==> src/rtl/usb_dfifo_arbiter.sv <==
// Arbitrates the OTG data-FIFO SRAM between the core's DFIFO port, which is never stalled,
// and a valid/ready maintenance port that is slotted into idle RAM cycles.
module usb_dfifo_arbiter #(
    parameter int unsigned ADDR_W       = 11,
    parameter int unsigned DATA_W       = 35,
    parameter int unsigned STARVE_LIMIT = 255
) (
    input  logic              aclk,
    input  logic              areset,
    input  logic              core_ce_n,
    input  logic              core_we_n,
    input  logic [ADDR_W-1:0] core_addr,
    input  logic [DATA_W-1:0] core_wdata,
    output logic [DATA_W-1:0] core_rdata,
    input  logic              dbg_req_valid,
    output logic              dbg_req_ready,
    input  logic              dbg_req_we,
    input  logic [ADDR_W-1:0] dbg_req_addr,
    input  logic [DATA_W-1:0] dbg_req_wdata,
    output logic              dbg_rsp_valid,
    input  logic              dbg_rsp_ready,
    output logic [DATA_W-1:0] dbg_rsp_rdata,
    output logic              dbg_starved,
    output logic              ram_en,
    output logic              ram_we,
    output logic [ADDR_W-1:0] ram_addr,
    output logic [DATA_W-1:0] ram_din,
    input  logic [DATA_W-1:0] ram_dout
);

    localparam int unsigned CNT_W = $clog2(STARVE_LIMIT + 1);
    localparam logic [CNT_W-1:0] STARVE_MAX = CNT_W'(STARVE_LIMIT);

    typedef enum logic [1:0] {StIdle, StRdWait, StRsp} state_e;

    state_e           state_q;
    logic [CNT_W-1:0] starve_q;
    logic             core_act;
    logic             grant;

    assign core_act      = ~core_ce_n;
    assign dbg_req_ready = (state_q == StIdle) & ~core_act & ~areset;
    assign grant         = dbg_req_valid & dbg_req_ready;
    assign core_rdata    = ram_dout;
    assign dbg_starved   = (starve_q == STARVE_MAX);

    // The core path is purely combinational so the core sees no added latency.
    always_comb begin
        ram_en   = 1'b0;
        ram_we   = 1'b0;
        ram_addr = core_addr;
        ram_din  = core_wdata;
        if (areset) begin
            ram_en = 1'b0;
        end else if (core_act) begin
            ram_en = 1'b1;
            ram_we = ~core_we_n;
        end else if (grant) begin
            ram_en   = 1'b1;
            ram_we   = dbg_req_we;
            ram_addr = dbg_req_addr;
            ram_din  = dbg_req_wdata;
        end
    end

    always_ff @(posedge aclk or posedge areset) begin
        if (areset) begin
            state_q       <= StIdle;
            dbg_rsp_valid <= 1'b0;
            dbg_rsp_rdata <= '0;
        end else begin
            unique case (state_q)
                StIdle: begin
                    if (grant) begin
                        if (dbg_req_we) begin
                            dbg_rsp_rdata <= '0;
                            dbg_rsp_valid <= 1'b1;
                            state_q       <= StRsp;
                        end else begin
                            state_q <= StRdWait;
                        end
                    end
                end
                StRdWait: begin
                    // ram_dout still belongs to the granted read, whatever the core does now.
                    dbg_rsp_rdata <= ram_dout;
                    dbg_rsp_valid <= 1'b1;
                    state_q       <= StRsp;
                end
                StRsp: begin
                    if (dbg_rsp_ready) begin
                        dbg_rsp_valid <= 1'b0;
                        state_q       <= StIdle;
                    end
                end
                default: begin
                    dbg_rsp_valid <= 1'b0;
                    state_q       <= StIdle;
                end
            endcase
        end
    end

    // Only a grant clears the count; a requester withdrawing does not.
    always_ff @(posedge aclk or posedge areset) begin
        if (areset) begin
            starve_q <= '0;
        end else if (grant) begin
            starve_q <= '0;
        end else if ((state_q == StIdle) && dbg_req_valid && core_act &&
                     (starve_q != STARVE_MAX)) begin
            starve_q <= starve_q + CNT_W'(1);
        end
    end

endmodule
==> config.mk <==
export PLATFORM = sky130hd
export DESIGN_NAME = usb_dfifo_arbiter
export DESIGN_NICKNAME = d
export VERILOG_FILES = /design/src/rtl/usb_dfifo_arbiter.sv
export SDC_FILE = /design/constraint.sdc
export NUM_CORES = 1
export LEC_CHECK = 0
export ABC_AREA = 1
export BUFFER_PORTS_ARGS = -buffer_cell sky130_fd_sc_hd__buf_2
export CAP_MARGIN = 40
export CORE_MARGIN = 10
export CORE_UTILIZATION = 38
export CTS_CLUSTER_DIAMETER = 60
export DETAILED_ROUTE_END_ITERATION = 10
export PLACE_DENSITY = 0.85
export SLEW_MARGIN = 20
export SYNTH_ARGS = -nofsm -noshare
export SYNTH_HDL_FRONTEND = slang
export SYNTH_SLANG_ARGS = --single-unit
export TNS_END_PERCENT = 30
==> constraint.sdc <==
create_clock -name aclk -period 2.85 [get_ports aclk]
set_input_delay 0.57 -clock aclk [delete_from_list [all_inputs] [get_ports aclk]]
set_output_delay 0.57 -clock aclk [all_outputs]
set_load 0.01 [all_outputs]
==> After elaboration in Yosys (flattened, before gate mapping) <==
Index checks and enable logic that the tools add are counted.
{ "totals": {"ff_bits": 46} }
{ "op_classes": {"eq_ne": 7, "add_sub_neg": 1, "bitwise": 6, "mux": 25, "n_reduce_logical": 9} }
{ "op_table": {"columns": ["op", "n"], "rows": [
  ["$mux W35", 5],
  ["$pmux W35 S2", 1],
  ["$mux W11", 3],
  ["$mux W8", 2],
  ["$mux W1", 9],
  ["$add A8 B1 Y8 const B", 1],
  ["$eq A8 B8 Y1 const B", 1],
  ["$ne A8 B8 Y1 const B", 1],
  ["$mux W2", 3],
  ["$ne A2 B2 Y1 const B", 3],
  ["$pmux W2 S3", 1],
  ["$reduce_and A3 Y1", 2],
  ["$reduce_bool A2 Y1", 2],
  ["$and A1 B1 Y1", 3],
  ["$logic_and A1 B1 Y1", 3],
  ["$not A1 Y1", 3],
  ["$pmux W1 S3", 1],
  ["$eq A2 B1 Y1 const B", 1],
  ["$eq A2 B2 Y1 const B", 1],
  ["$logic_not A2 Y1", 1],
  ["$reduce_and A2 Y1", 1]
]} }

==> Longest topological paths before layout <==
{ "logic_depth": {"word_depth": 7, "ltp_mapped": 9, "ltp_nobuf": 9} }

==> Least setup slack after synthesis <==
Ideal clock, no wire load.
{ "synth_path": {"path_type": "in2out", "startpoint": "input port areset", "endpoint": "output port ram_we", "arrival_ns": 1.992, "slack_ns": 0.288, "path_buffers": 0, "t_required_ns": 2.280, "stages": 3, "path_cell_list": "inv_1 > nand2_1 > o22ai_1"} }
{ "synth_between": {"elab_chain_len": 6} }
{ "synth_lines": {"columns": ["element", "line", "source"], "rows": [
  ["from (decl)", "9", "input logic areset,"],
  ["$not A1 Y1", "42", "assign dbg_req_ready = (state_q == StIdle) & ~core_act & ~areset;"],
  ["$and A1 B1 Y1", "42", null],
  ["$and A1 B1 Y1", "43", "assign grant = dbg_req_valid & dbg_req_ready;"],
  ["$mux W1", "58", "end else if (grant) begin"],
  ["$mux W1", "55", "end else if (core_act) begin"],
  ["$mux W1 (*)", "53", "if (areset) begin"],
  ["to (decl)", "25", "output logic ram_we,"]
]} }
Every way passes the cells marked *; elsewhere a longest branch is shown, timed or not.

==> Worst setup path in the final report <==
{ "layout_path": {"startpoint": "register state_q[1]", "endpoint": "output port ram_we"} }
{ "layout_between": {"elab_chain_len": 7} }
{ "layout_lines": {"columns": ["element", "line", "source"], "rows": [
  ["from (decl)", "36", "state_e state_q;"],
  ["from (signal assigned)", "68", "state_q <= StIdle;"],
  ["from (signal assigned)", "78", "state_q <= StRsp;"],
  ["from (signal assigned)", "80", "state_q <= StRdWait;"],
  ["$logic_not A2 Y1", "42", null],
  ["$and A1 B1 Y1 (2 in series)", "42", null],
  ["$and A1 B1 Y1", "43", null],
  ["$mux W1", "58", null],
  ["$mux W1", "55", null],
  ["$mux W1", "53", null]
]} }
Every way passes these cells.

==> results.ini <==
[clock_network]
hold_buffers = 0
ctsHtreeMaxLevel = 2
postCtsSetupBuffers = 0
cts_tree = done
clk_pin_slew_ns = 0.08
clk_latency_ns = 0.29
cts_root_buf = clkbuf_8
cts_buffer_depth = 2
clock-sinks = 46
post_cts_resized = 0
cts_made_buffers = 5

[die]
core_um2 = 7370
die_w_um = 108
fp-row-count = 31
io_pins = 255
dieHeight_um = 108
start_util_pct = 39.7
die-area_um2 = 11600

[setup_path]
worstSetupPathType = reg2out
cp_cell_sequence = nor2_4 -> nand3_2 -> buf_12 -> o22ai_1 -> buf_2
crit_slowest_cell = dfrtp_1
max_stage_delay_ns = 0.44
path_delay_family = buffers and inverters
cp.depth = 5
cp-startpoint = state_q[1]$_DFFE_PP0P_
required_ns = 2.28
end_kind = output port
reg2reg_depth = 7
reg2reg_from = state_q[1]$_DFFE_PP0P_
crit_end = ram_we
start_kind = register
cp.arrival_ns = 1.82
reg2reg_setup_slack_ns = 0.89
cp_max_fo = 90
reg2reg_to = dbg_rsp_rdata[34]$_DFFE_PP0P_
crit_buf_inv = 2

[placement]
place.gp.congestion = 0.909
placed_cell_area_um2 = 3980
dpl.hpwl_um = 9170
portBuffers = 254
dp_cells = 737

[run_status]
status = finished clean

[layout]
fin_util_pct = 55.4
final-instance-count-excl-fill = 746
finalInstanceArea_um2 = 4080
syn_to_final_growth_pct = 39.6
drive_gt1_share_pct = 42.0
final_nets = 780

[detailed_routing]
final_antenna_net_count = 0
wl_um = 10800
dr.pass1.iters = 4
viasPerCell = 4.50
routedWlPerCell_um = 14.5
num_vias = 3358
drt_iter0_markers = 161
drc = 0

[yosys]
synth_top_area_share_pct = 39.4
synth_top_area_cell = dfrtp_1
synth.yosys.seq_area_share_pct = 39.4
yosysUniqueCellTypes = 22
syn_area_per_cell_um2 = 6.75
ys.flop_type = dfrtp_1
syn_area_um2 = 2920
syn_nets = 568
synth_edf_count = 0
synth_seq_cells = 46
synth_common_cells = nand2_1 (190), inv_1 (61), dfrtp_1 (46)
yosysMostFrequentCell = nand2_1
yosys_warnings = 0
synthCells = 433
synthArstFlopShare_pct = 100
yosys-top-cells-area = dfrtp_1 (39%), nand2_1 (24%), buf_4 (9.2%)

[hold_path]
hold_path_class = in2async

[sta]
min_period_over_period_pct = 83.8
worst_slew_pin_slew_ns = 0.593
finalMaxSlewViolations = 0
rsz0062_at_grt = false
holdWs_ns = 0.456
finalHoldViolations = 0
fin_worst_skew_ns = 0.00343
slew-limit-headroom_pct = 60.5
post-route-min-period_ns = 2.39
fmax_mhz = 419
tns_ns = 0
setup_violations = 0

[pwr]
power_leakage_nw = 2.75
power_density_nw_per_um2 = 614
peakVddDrop_mv = 0.426

[grt]
antenna_found_initial = 1
grt_pass1_vias = 3337
grt_max_degree = 91
grt-ovfl-total = 0
grtUsageTotal_pct = 17.2
grt_pass1_wl_um = 16300

[run]
max_cap_viol_count = 0

## logic make-up after synthesis
| logic type | share of synthesized area (%) |
|---|---|
| buf+inv | 20.8 |
| flops | 39.4 |
| simple gates | 29.9 |
| fa+ha+maj | 0.428 |
| xor+xnor | 0.899 |
| compound gates | 8.60 |
## cell usage in the layout, fill, tap and decap left out, types with 2 or more instances in the layout
cell type and count:
clkbuf_8 7, o21ai_1 18, o21ai_0 30, buf_4 2, buf_2 254, nand2_1 190
inv_1 60, nor2_1 13, dfrtp_1 46, xor2_1 3, nand3_1 10
## how the worst min path moves through the flow
stage / start / endpoint / slack [ns] / cells past startpoint
3_5_place_dp: dbg_rsp_rdata[31]$_DFFE_PP0P_ / dbg_rsp_rdata[31]$_DFFE_PP0P_ / 0.45 / 2
5_1_grt: ram_dout[33] / dbg_rsp_rdata[33]$_DFFE_PP0P_ / 0.47 / 3
4_1_cts: areset / dbg_rsp_rdata[32]$_DFFE_PP0P_ / 0.47 / 3
3_3_place_gp: dbg_rsp_rdata[18]$_DFFE_PP0P_ / dbg_rsp_rdata[18]$_DFFE_PP0P_ / 0.45 / 2
6_report: areset / starve_q[5]$_DFFE_PP0P_ / 0.46 / 3
2_1_floorplan: starve_q[1]$_DFFE_PP0P_ / starve_q[1]$_DFFE_PP0P_ / 0.49 / 2
## per-layer routing
| layer | track usage (%) | vias to the layer above | wire length (µm) | share of wire (%) |
|---|---|---|---|---|
| met2 | 31.3 | 170 | 5340 | 49 |
| met1 | 16.9 | 1487 | 3990 | 37 |
| met3 | 7.72 | 15 | 1220 | 11 |
| met5 | 0 | - | 0 | 0 |
| met4 | 6.20 | 0 | 264 | 2.4 |
| li1 | - | 1686 | - | - |
## worst register-to-register path: cells and delay by family, from the launching register on
kind | cells | cell delay [ns]
AND/OR/NAND/NOR | 6 | 1.12
buffers and inverters | 1 | 0.30
flip-flops | 1 | 0.44
## per-stage QoR
step                      setup WS (ns)  total power (W)
final                             0.461          0.00251
after global routing              0.304          0.00272
after CTS                         0.448          0.00255
after detailed placement          0.542          0.00210
after global placement            0.611          0.00206
after floorplan                   0.288          0.00168
## registers in the layout, indices dropped and copies added, names as in the netlist
name           cells
dbg_rsp_rdata     35
starve_q           8
dbg_rsp_valid      1
state_q            2
## where the power goes
part	internal [W]	switching (W)	total [W]
Combinational	0.000423	0.000694	0.00112
Sequential	0.000836	0.000111	0.000947
Clock	0.000222	0.000219	0.000442
## cell type report
type	instances	area, µm²
inverter	61	229
fill	704	3290
tap	99	124
sequential	46	1150
antenna	1	2.50
timing repair buffer	257	1310
multi-input combinational	274	1160
clock buffer	7	96.3
clock inverter	1	8.76
Power figures use the tool's default switching activity.
